## config.mk

```make
export PLATFORM = sky130hd
export DESIGN_NAME = instruction_fetch
export DESIGN_NICKNAME = d
export VERILOG_FILES = /design/src/rtl/arm_lp_pkg.sv /design/src/rtl/fetch_queue.sv /design/src/rtl/instruction_fetch.sv
export SDC_FILE = /design/constraint.sdc
export NUM_CORES = 1
export LEC_CHECK = 0
export CAP_MARGIN = 5
export CORE_MARGIN = 1
export CORE_UTILIZATION = 39
export CTS_CLUSTER_SIZE = 24
export DETAILED_ROUTE_END_ITERATION = 8
export GPL_ROUTABILITY_DRIVEN = 1
export PLACE_DENSITY_LB_ADDON = 0.12
export SYNTH_ARGS = -nofsm -noshare
export SYNTH_HDL_FRONTEND = slang
export SYNTH_SLANG_ARGS = --single-unit
```

## constraint.sdc

```tcl
create_clock -name clock -period 13.4 [get_ports clock]
set_input_delay 2.01 -clock clock [delete_from_list [all_inputs] [get_ports clock]]
set_output_delay 2.01 -clock clock [all_outputs]
set_load 0.005 [all_outputs]
```

## src/rtl/arm_lp_pkg.sv

```systemverilog
// Shared ARM-LP core types and constants: address/instruction widths, fetch step, fetch FSM states.
// No logic of its own; no latency or backpressure.
package arm_lp_pkg;

    localparam int PC_WIDTH    = 64;
    localparam int INSTR_WIDTH = 32;
    localparam int INSTR_STEP  = 4;

    typedef enum logic [1:0] {
        ST_ISSUE   = 2'd0,
        ST_WAIT    = 2'd1,
        ST_DISCARD = 2'd2
    } fetch_state_t;

endpackage

```

## src/rtl/fetch_queue.sv

```systemverilog
// Instruction/PC FIFO with flush and registered head; data is visible one edge after push.
// The caller must not push when full; a pop of an empty queue is ignored.
module fetch_queue #(
    parameter int PC_WIDTH = arm_lp_pkg::PC_WIDTH,
    parameter int DEPTH    = 2
) (
    input  logic                                  clock,
    input  logic                                  reset,
    input  logic                                  i_push,
    input  logic [arm_lp_pkg::INSTR_WIDTH-1:0]    i_push_instr,
    input  logic [PC_WIDTH-1:0]                   i_push_pc,
    input  logic                                  i_pop,
    input  logic                                  i_flush,
    output logic [$clog2(DEPTH):0]                o_count,
    output logic                                  o_head_vld,
    output logic [arm_lp_pkg::INSTR_WIDTH-1:0]    o_head_instr,
    output logic [PC_WIDTH-1:0]                   o_head_pc
);
    import arm_lp_pkg::*;

    localparam int PTR_W = $clog2(DEPTH);
    localparam int CNT_W = PTR_W + 1;

    logic [INSTR_WIDTH-1:0] r_mem_instr [DEPTH];
    logic [PC_WIDTH-1:0]    r_mem_pc    [DEPTH];
    logic [PTR_W-1:0]       r_rd_ptr;
    logic [PTR_W-1:0]       r_wr_ptr;
    logic [CNT_W-1:0]       r_count;
    logic                   r_head_vld;
    logic [INSTR_WIDTH-1:0] r_head_instr;
    logic [PC_WIDTH-1:0]    r_head_pc;

    logic                   w_pop;
    logic [PTR_W-1:0]       w_rd_nxt;
    logic [CNT_W-1:0]       w_count_nxt;
    logic [INSTR_WIDTH-1:0] w_head_instr;
    logic [PC_WIDTH-1:0]    w_head_pc;

    assign w_pop = i_pop && (r_count != '0);

    // The head register is loaded with whatever entry will sit at the read pointer after this edge.
    always_comb begin
        w_rd_nxt     = r_rd_ptr + PTR_W'(w_pop);
        w_count_nxt  = r_count + CNT_W'(i_push) - CNT_W'(w_pop);
        w_head_instr = '0;
        w_head_pc    = '0;
        if (w_count_nxt != '0) begin
            if (i_push && (w_rd_nxt == r_wr_ptr)) begin
                w_head_instr = i_push_instr;
                w_head_pc    = i_push_pc;
            end else begin
                w_head_instr = r_mem_instr[w_rd_nxt];
                w_head_pc    = r_mem_pc[w_rd_nxt];
            end
        end
    end

    always_ff @(posedge clock or posedge reset) begin
        if (reset) begin
            r_rd_ptr     <= '0;
            r_wr_ptr     <= '0;
            r_count      <= '0;
            r_head_vld   <= 1'b0;
            r_head_instr <= '0;
            r_head_pc    <= '0;
            for (int i = 0; i < DEPTH; i++) begin
                r_mem_instr[i] <= '0;
                r_mem_pc[i]    <= '0;
            end
        end else if (i_flush) begin
            r_rd_ptr     <= '0;
            r_wr_ptr     <= '0;
            r_count      <= '0;
            r_head_vld   <= 1'b0;
            r_head_instr <= '0;
            r_head_pc    <= '0;
        end else begin
            if (i_push) begin
                r_mem_instr[r_wr_ptr] <= i_push_instr;
                r_mem_pc[r_wr_ptr]    <= i_push_pc;
                r_wr_ptr              <= r_wr_ptr + PTR_W'(1);
            end
            r_rd_ptr     <= w_rd_nxt;
            r_count      <= w_count_nxt;
            r_head_vld   <= (w_count_nxt != '0);
            r_head_instr <= w_head_instr;
            r_head_pc    <= w_head_pc;
        end
    end

    assign o_count      = r_count;
    assign o_head_vld   = r_head_vld;
    assign o_head_instr = r_head_instr;
    assign o_head_pc    = r_head_pc;

endmodule

```

## src/rtl/instruction_fetch.sv

```systemverilog
// LEGv8 fetch stage: PC, single-outstanding icache request FSM, branch redirect; decode sees data 2 cycles after accept.
// Requests stop while the queue (including the in-flight slot) is full; decode stalls via instructionReady.
module instruction_fetch #(
    parameter int                  PC_WIDTH    = arm_lp_pkg::PC_WIDTH,
    parameter logic [PC_WIDTH-1:0] RESET_PC    = '0,
    parameter int                  QUEUE_DEPTH = 2
) (
    input  logic                               clock,
    input  logic                               reset,
    output logic                               imemRequest,
    output logic [PC_WIDTH-1:0]                imemAddress,
    input  logic                               imemAccept,
    input  logic                               imemResponseValid,
    input  logic [arm_lp_pkg::INSTR_WIDTH-1:0] imemResponseData,
    output logic [arm_lp_pkg::INSTR_WIDTH-1:0] instruction,
    output logic [PC_WIDTH-1:0]                instructionPC,
    output logic                               instructionValid,
    input  logic                               instructionReady,
    input  logic                               branch,
    input  logic                               unconditionalBranch,
    input  logic                               aluZero,
    input  logic [PC_WIDTH-1:0]                branchTarget
);
    import arm_lp_pkg::*;

    localparam int CNT_W = $clog2(QUEUE_DEPTH) + 1;

    fetch_state_t       r_state;
    logic [PC_WIDTH-1:0] r_fetch_pc;
    logic [PC_WIDTH-1:0] r_pending_pc;

    logic                w_redirect;
    logic [PC_WIDTH-1:0] w_target;
    logic [CNT_W-1:0]    w_count;
    logic                w_space;
    logic                w_request;
    logic                w_accept;
    logic                w_push;
    logic                w_pop;

    assign w_redirect = unconditionalBranch | (branch & aluZero);
    assign w_target   = branchTarget & ~PC_WIDTH'(3);
    assign w_space    = (w_count < CNT_W'(QUEUE_DEPTH));

    // In ISSUE nothing is in flight, so a free queue slot is enough to guarantee room for the reply.
    assign w_request = !reset && (r_state == ST_ISSUE) && w_space && !w_redirect;
    assign w_accept  = w_request && imemAccept;
    assign w_push    = (r_state == ST_WAIT) && imemResponseValid && !w_redirect;
    assign w_pop     = instructionValid && instructionReady;

    always_ff @(posedge clock or posedge reset) begin
        if (reset) begin
            r_state      <= ST_ISSUE;
            r_fetch_pc   <= RESET_PC;
            r_pending_pc <= '0;
        end else if (w_redirect) begin
            r_fetch_pc <= w_target;
            // An outstanding reply that has not arrived yet must still be drained.
            if ((r_state == ST_ISSUE) || imemResponseValid) begin
                r_state <= ST_ISSUE;
            end else begin
                r_state <= ST_DISCARD;
            end
        end else begin
            case (r_state)
                ST_ISSUE: begin
                    if (w_accept) begin
                        r_pending_pc <= r_fetch_pc;
                        r_fetch_pc   <= r_fetch_pc + PC_WIDTH'(INSTR_STEP);
                        r_state      <= ST_WAIT;
                    end
                end
                ST_WAIT: begin
                    if (imemResponseValid) begin
                        r_state <= ST_ISSUE;
                    end
                end
                ST_DISCARD: begin
                    if (imemResponseValid) begin
                        r_state <= ST_ISSUE;
                    end
                end
                default: r_state <= ST_ISSUE;
            endcase
        end
    end

    fetch_queue #(
        .PC_WIDTH (PC_WIDTH),
        .DEPTH    (QUEUE_DEPTH)
    ) u_fetch_queue (
        .clock        (clock),
        .reset        (reset),
        .i_push       (w_push),
        .i_push_instr (imemResponseData),
        .i_push_pc    (r_pending_pc),
        .i_pop        (w_pop),
        .i_flush      (w_redirect),
        .o_count      (w_count),
        .o_head_vld   (instructionValid),
        .o_head_instr (instruction),
        .o_head_pc    (instructionPC)
    );

    assign imemRequest = w_request;
    assign imemAddress = r_fetch_pc;

endmodule
```

==> results of run 1 <==
-- cells in the mapped netlist (2+ instances only) --
| library cell | instances | share of area |
|---|---|---|
| xor2_1 | 28 | 0.014 |
| o21ai_0 | 52 | 0.015 |
| buf_2 | 20 | 0.0056 |
| or2_2 | 2 | 0.00070 |
| nor2_1 | 133 | 0.028 |
| ha_1 | 5 | 0.0035 |
| and2_1 | 2 | 0.00070 |
| and3_2 | 2 | 0.00084 |
| a21oi_1 | 6 | 0.0017 |
| nor3_1 | 14 | 0.0039 |
| nor3_2 | 2 | 0.0011 |
| o21ai_1 | 11 | 0.0031 |
| nand4_2 | 2 | 0.0014 |
| dfrtp_1 | 414 | 0.58 |
| a211oi_1 | 95 | 0.040 |
| o21a_1 | 3 | 0.0013 |
| nor4_1 | 8 | 0.0028 |
| and4_1 | 4 | 0.0020 |
| nor4_4 | 2 | 0.0024 |
| nand3_1 | 29 | 0.0081 |
| and3_1 | 4 | 0.0014 |
| xnor2_1 | 26 | 0.013 |
| buf_1 | 13 | 0.0027 |
| or3_1 | 2 | 0.00070 |
| buf_4 | 5 | 0.0021 |
| inv_1 | 14 | 0.0029 |
| mux2i_1 | 97 | 0.054 |
| nand2_1 | 248 | 0.052 |
| mux2_2 | 188 | 0.12 |
| a221o_1 | 2 | 0.0011 |
| clkbuf_1 | 56 | 0.012 |
| nand4_1 | 24 | 0.0084 |
-- metrics by stage --
step                      power (mW)  hold WS (ns)  utilization  setup slack (ns)  cell area [um^2]
after floorplan                 1.63         0.479            -              5.81             17800
after global placement          1.77         0.485        0.470              7.66             21000
after detailed placement        1.78         0.491        0.470              7.63             21000
after CTS                       3.04         0.505        0.503              7.62             22500
after global routing            3.14         0.508        0.503              7.56             22500
final                           3.00         0.502        0.503              7.61             22500
-- report_power, final --
| group | internal, mW | leakage [nW] | switching (mW) | total, mW |
|---|---|---|---|---|
| Combinational | 0.153 | 4.59 | 0.133 | 0.285 |
| Sequential | 1.36 | 5.54 | 0.104 | 1.47 |
| Clock | 0.744 | 0.748 | 0.501 | 1.24 |
-- layer usage --
layer  up-vias  GRT usage  share of wire
li1       5831          -              -
met1      6352      0.288           0.47
met2       286      0.312           0.46
met3        51     0.0406          0.052
met4         0     0.0593          0.017
met5         -          0              0
-- flip-flops by register name, summed over array words and instances (netlist names) --
register                    count
u_fetch_queue.o_head_vld        1
u_fetch_queue.r_mem_pc        124
u_fetch_queue.o_count           2
u_fetch_queue.o_head_instr     32
u_fetch_queue.o_head_pc        63
u_fetch_queue.r_wr_ptr          1
r_state                         2
u_fetch_queue.r_mem_instr      64
imemAddress                    62
r_pending_pc                   62
u_fetch_queue.r_rd_ptr          1
-- worst paths after layout --
check | startpoint | end | depth (start not counted)
worst max-delay path | branch | imemRequest | 4
worst min-delay path | u_fetch_queue.r_mem_pc[10] | u_fetch_queue.r_mem_pc[10] | 1
worst max register to register | r_state[0] | imemAddress[62] | 8
worst min register to register | u_fetch_queue.r_mem_pc[10] | u_fetch_queue.r_mem_pc[10] | 1
max in group asynchronous | reset | u_fetch_queue.r_mem_pc[39] | 4
min in group asynchronous | reset | u_fetch_queue.r_mem_instr[50] | 2
-- cells by family after synthesis --
kind of cell,share of synthesized area
fa+ha+maj,0.00351
flops,0.581
buf+inv,0.0258
simple gates,0.121
xor+xnor,0.0274
mux,0.173
other cells,0.000210
compound gates,0.0680
-- layout make-up --
class	count	area, um^2	area share
Sequential cell	414	10400	0.460
Multi-Input combinational cell	1018	7070	0.314
Timing Repair Buffer	278	2780	0.123
Clock buffer	68	1370	0.0608
Tap cell	592	741	0.0329
Clock inverter	16	133	0.00589
Inverter	14	56.3	0.00250
Antenna cell	1	2.50	0.000111
==> metrics.md, run 1 <==
| Metric | Value |
|---|---|
| Gp weighted congestion | `0.783` |
| Post_cts resized | `0` |
| Die width | `216 um` |
| Post-route DRC | `0` |
| Initial antenna violation count | `1` |
| Post-Syn Area per Cell | `11.6 um^2` |
| Library cells used by synthesis | `58` |
| Outcome | `completed` |
| CTS buffer count | `46` |
| Commonest non-fill, non-tap cell in the layout | `dfrtp_1` |
| Period minus WS final | `5.79 ns` |
| IO Port Bufs | `261` |
| Relative slew slack | `0.305` |
| Synth Warn # | `0` |
| All-Layer GR Usage | `0.202` |
| Critical path cell sequence | `clkdlybuf4s50_1 > a21o_4 > nor4b_1 > clkdlybuf4s50_1` |
| Largest net degree at the start of global routing | `187` |
| CP max FO | `32` |
| Antenna-violating nets left | `0` |
| Max_cap viols | `0` |
| Power per cell area | `133 nW/um^2` |
| Routed via count | `12520` |
| CTS clk-pin slew, worst paths | `0.06 ns` |
| Num ports | `266` |
| GR Overflow Total | `0` |
| Setup Skew | `0.0130 ns` |
| Most frequent cells in the layout | `dfrtp_1, clkdlybuf4s50_1, nand2_1, mux2_2, nor2_1` |
| Achievable frequency | `173 MHz` |
| Final worst path period share | `0.432` |
| Final net count | `1881` |
| Measured slew at the worst slew-check pin | `1.03 ns` |
| Maximum vdd ir drop | `0.0000670 V` |
| Worst Path Buf+Inv | `2` |
| Dominant synthesized flop cell | `dfrtp_1` |
| Worst EP required | `11.39 ns` |
| Longest Clk Path Bufs | `3` |
| Post-CTS setup repair buffer count | `0` |
| Layout cells sized above 1 | `0.168` |
| Mapped Area | `17800 um^2` |
| Drt pass-1 iters | `5` |
| Vias per cell | `5.21` |
| CP startpoint kind | `input pin` |
| Die area | `46600 um^2` |
| Post-Synthesis Cells | `1539` |
| Crit path DAT | `3.78 ns` |
| Row cnt | `77` |
| Clock latency on the worst-skew pair | `0.57 ns` |
| Setup crit end kind | `output port` |
| Area delta synth->final | `26.2%` |
| Final HPWL DP | `28.7 mm` |
| Unrepaired setup endpoints after global routing | `no` |
| Number of synthesized register bits | `414` |
| Core area | `44700 um^2` |
| Die Y | `216 um` |
| TritonCTS clock tree | `yes` |
| Post-synth EDFFs | `0` |
| Post-Layout Cell Count | `2401` |
| First-pass GRT wire length | `73.5 mm` |
| Setup_tns | `0 ns` |
| CP top delay family | `buffers and inverters` |
| Worst min path class | `reg -> reg` |
| Initial DRC count | `900` |
| Hold buffer count at cts | `0` |
| Critical path class | `in -> out` |
| Crit-path max cell delay | `0.61 ns` |
| Static leakage | `10.9 nW` |
| WL/cell | `19.6 um` |
| Starting Density | `0.399` |
| CP max-delay cell | `clkdlybuf4s50_1` |
| Routed WL | `47.0 mm` |
| Final setup fails | `0` |
| Seq/Total Area, Yosys | `0.581` |
| Max-slew violation count | `0` |
| Clock sink count | `414` |
| Reg2Reg Setup Slack | `9.69 ns` |
| H-tree Lvls | `2` |
| Worst path most repeated cell | `clkdlybuf4s50_1` |
| Vias in the first global route | `12616` |
| Final Hold Vio Count | `0` |
| Asr flop ratio synth | `1.00` |
| # fillers | `4060` |
| Dpl cells | `2316` |
| Root Driver | `clkbuf_16` |
(Power assumes the default switching activity.)
==> run 2: changes to the inputs <==
==> constraint.sdc (replaced) <==
create_clock -name clock -period 4.9 [get_ports clock]
set_input_delay 0.735 -clock clock [delete_from_list [all_inputs] [get_ports clock]]
set_output_delay 0.735 -clock clock [all_outputs]
set_load 0.005 [all_outputs]
==> run 2 against run 1 <==
Total power grew to 2.8 times the previous value. Core utilization is 0.43 points higher. Cell count is 0.42% higher. Flip-flop and latch count stayed put. Global-route usage is 0.35 points higher. Wire length is 0.72% higher. Die area stayed put. Highest routed layer is now met5.
==> metrics.md, run 2 (same netlist as run 1, synthesis figures left out) <==
| Metric | Value |
|---|---|
| First-pass GRT wire length | `74.8 mm` |
| Post-route cell area | `22700 um^2` |
| Measured slew at the worst slew-check pin | `1.01 ns` |
| Most frequent cells in the layout | `dfrtp_1, clkdlybuf4s50_1, nand2_1, mux2_2, nor2_1` |
| Worst r2r dst | `imemAddress[62]` |
| Worst EP required | `4.16 ns` |
| CP startpoint kind | `input pin` |
| Post-CTS setup repair buffer count | `0` |
| Drt pass-1 iters | `4` |
| Period minus WS final | `3.35 ns` |
| Antenna-violating nets left | `0` |
| Clock sink count | `414` |
| CP max-delay cell | `clkdlybuf4s50_1` |
| Crit-path max cell delay | `0.60 ns` |
| Power per cell area | `365 nW/um^2` |
| Vias per cell | `5.21` |
| Final HPWL DP | `29.5 mm` |
| Final worst path period share | `0.684` |
| Reg2Reg Setup Slack | `1.65 ns` |
| Initial DRC count | `631` |
| Maximum vdd ir drop | `0.000216 V` |
| Worst min path class | `reg -> reg` |
| Final net count | `1890` |
| Largest Register | `u_fetch_queue.r_mem_pc` |
| Clock latency on the worst-skew pair | `0.57 ns` |
| PnR worst setup slack | `1.55 ns` |
| TritonCTS clock tree | `yes` |
| Final setup fails | `0` |
| Hold buffer count at cts | `0` |
| Vias in the first global route | `12739` |
| H-tree Lvls | `2` |
| Longest Clk Path Bufs | `3` |
| CTS buffer count | `46` |
| Relative slew slack | `0.319` |
| Max-slew violation count | `0` |
| Row cnt | `77` |
| Die width | `216 um` |
| Core area | `44700 um^2` |
| Num ports | `266` |
| WL/cell | `19.6 um` |
| Core Util, Final | `0.508` |
| Max_cap viols | `0` |
| Crit path to | `imemRequest` |
| All-Layer GR Usage | `0.206` |
| IO Port Bufs | `261` |
| Commonest non-fill, non-tap cell in the layout | `dfrtp_1` |
| Worst Path Buf+Inv | `2` |
| Multi-input logic area | `7070 um^2` |
| Die area | `46600 um^2` |
| Routed WL | `47.3 mm` |
| Largest net degree at the start of global routing | `145` |
| Area delta synth->final | `27.3%` |
| Post-route DRC | `0` |
| Critical path cell sequence | `clkdlybuf4s50_1 > a21o_4 > nor4b_1 > clkdlybuf4s50_1` |
| Setup crit end kind | `output port` |
| CP Launch Point | `branch` |
| Achievable frequency | `298 MHz` |
| Static leakage | `11.0 nW` |
| Layout cells sized above 1 | `0.172` |
| Hold slack | `0.502 ns` |
| Reg2reg path depth | `8` |
| Die Y | `216 um` |
| Critical path depth | `4` |
| FF/Latch Area | `10400 um^2` |
| Area post-placement | `21100 um^2` |
| Initial antenna violation count | `2` |
| Worst path most repeated cell | `clkdlybuf4s50_1` |
| Outcome | `completed` |
| Setup_tns | `0 ns` |
| CTS clk-pin slew, worst paths | `0.06 ns` |
| Setup Skew | `0.0109 ns` |
| Routed via count | `12555` |
| Root Driver | `clkbuf_16` |
| # fillers | `3943` |
| Unrepaired setup endpoints after global routing | `no` |
| GR Overflow Total | `0` |
| Starting Density | `0.399` |
| Dpl ws | `1.07 ns` |
| Final Hold Vio Count | `0` |
| Post-Layout Cell Count | `2411` |
| Crit path DAT | `2.62 ns` |
| Post_cts resized | `0` |
| Reg2reg start | `r_state[1]` |
| Gp weighted congestion | `0.778` |
| Critical path class | `in -> out` |
| CP max FO | `44` |
| Max reg flops | `124` |
| Overall power | `8.30 mW` |
| Dpl cells | `2325` |
| CP top delay family | `buffers and inverters` |
-- run 2: changes by cell type in the layout (fill, tap and decap cells not counted) --
cell / change
clkinv_2: -7
buf_4: +4
clkbuf_8: +10
bufinv_16: -1
buf_12: +5
clkinvlp_4: -1
clkbuf_1: -1
diode_2: +1
-- run 2: area by class of cell --
| type | count | share of cell area |
|---|---|---|
| repair buffers | 287 | 0.128 |
| inverters | 14 | 0.00248 |
| well taps | 592 | 0.0326 |
| clock inverters | 7 | 0.00265 |
| diodes | 2 | 0.000220 |
| multi-input cells | 1018 | 0.311 |
| clock buffers | 77 | 0.0661 |
| flip-flops and latches | 414 | 0.456 |
-- run 2: power by group --
group,leakage (nW),internal [mW],total [mW],switching (mW)
clock,0.777,2.13,3.49,1.36
combinational,4.66,0.422,0.788,0.366
sequential,5.54,3.73,4.02,0.289
total,11.0,6.28,8.30,2.02
-- run 2: how the worst min path moves through the flow --
| stage | startpoint | endpoint | slack [ns] | cells after the start |
|---|---|---|---|---|
| after CTS | u_fetch_queue.r_mem_pc[19] | u_fetch_queue.r_mem_pc[19] | 0.50 | 1 |
| after detailed placement | u_fetch_queue.r_mem_pc[19] | u_fetch_queue.r_mem_pc[19] | 0.49 | 1 |
| final | u_fetch_queue.r_mem_pc[19] | u_fetch_queue.r_mem_pc[19] | 0.50 | 1 |
| after floorplan | u_fetch_queue.r_mem_pc[59] | u_fetch_queue.r_mem_pc[59] | 0.48 | 1 |
| after global routing | u_fetch_queue.r_mem_pc[42] | u_fetch_queue.r_mem_pc[42] | 0.51 | 1 |
| after global placement | u_fetch_queue.r_mem_instr[25] | u_fetch_queue.r_mem_instr[25] | 0.49 | 1 |
-- run 2: routing by layer --
layer / GRT usage / vias to the layer above / part of all wire / wire length (um)
met5: 0 / - / 0.00025 / 12
met1: 0.290 / 6374 / 0.47 / 22400
li1: - / 5848 / - / -
met2: 0.322 / 284 / 0.46 / 21700
met4: 0.0426 / 2 / 0.013 / 607
met3: 0.0506 / 47 / 0.054 / 2580
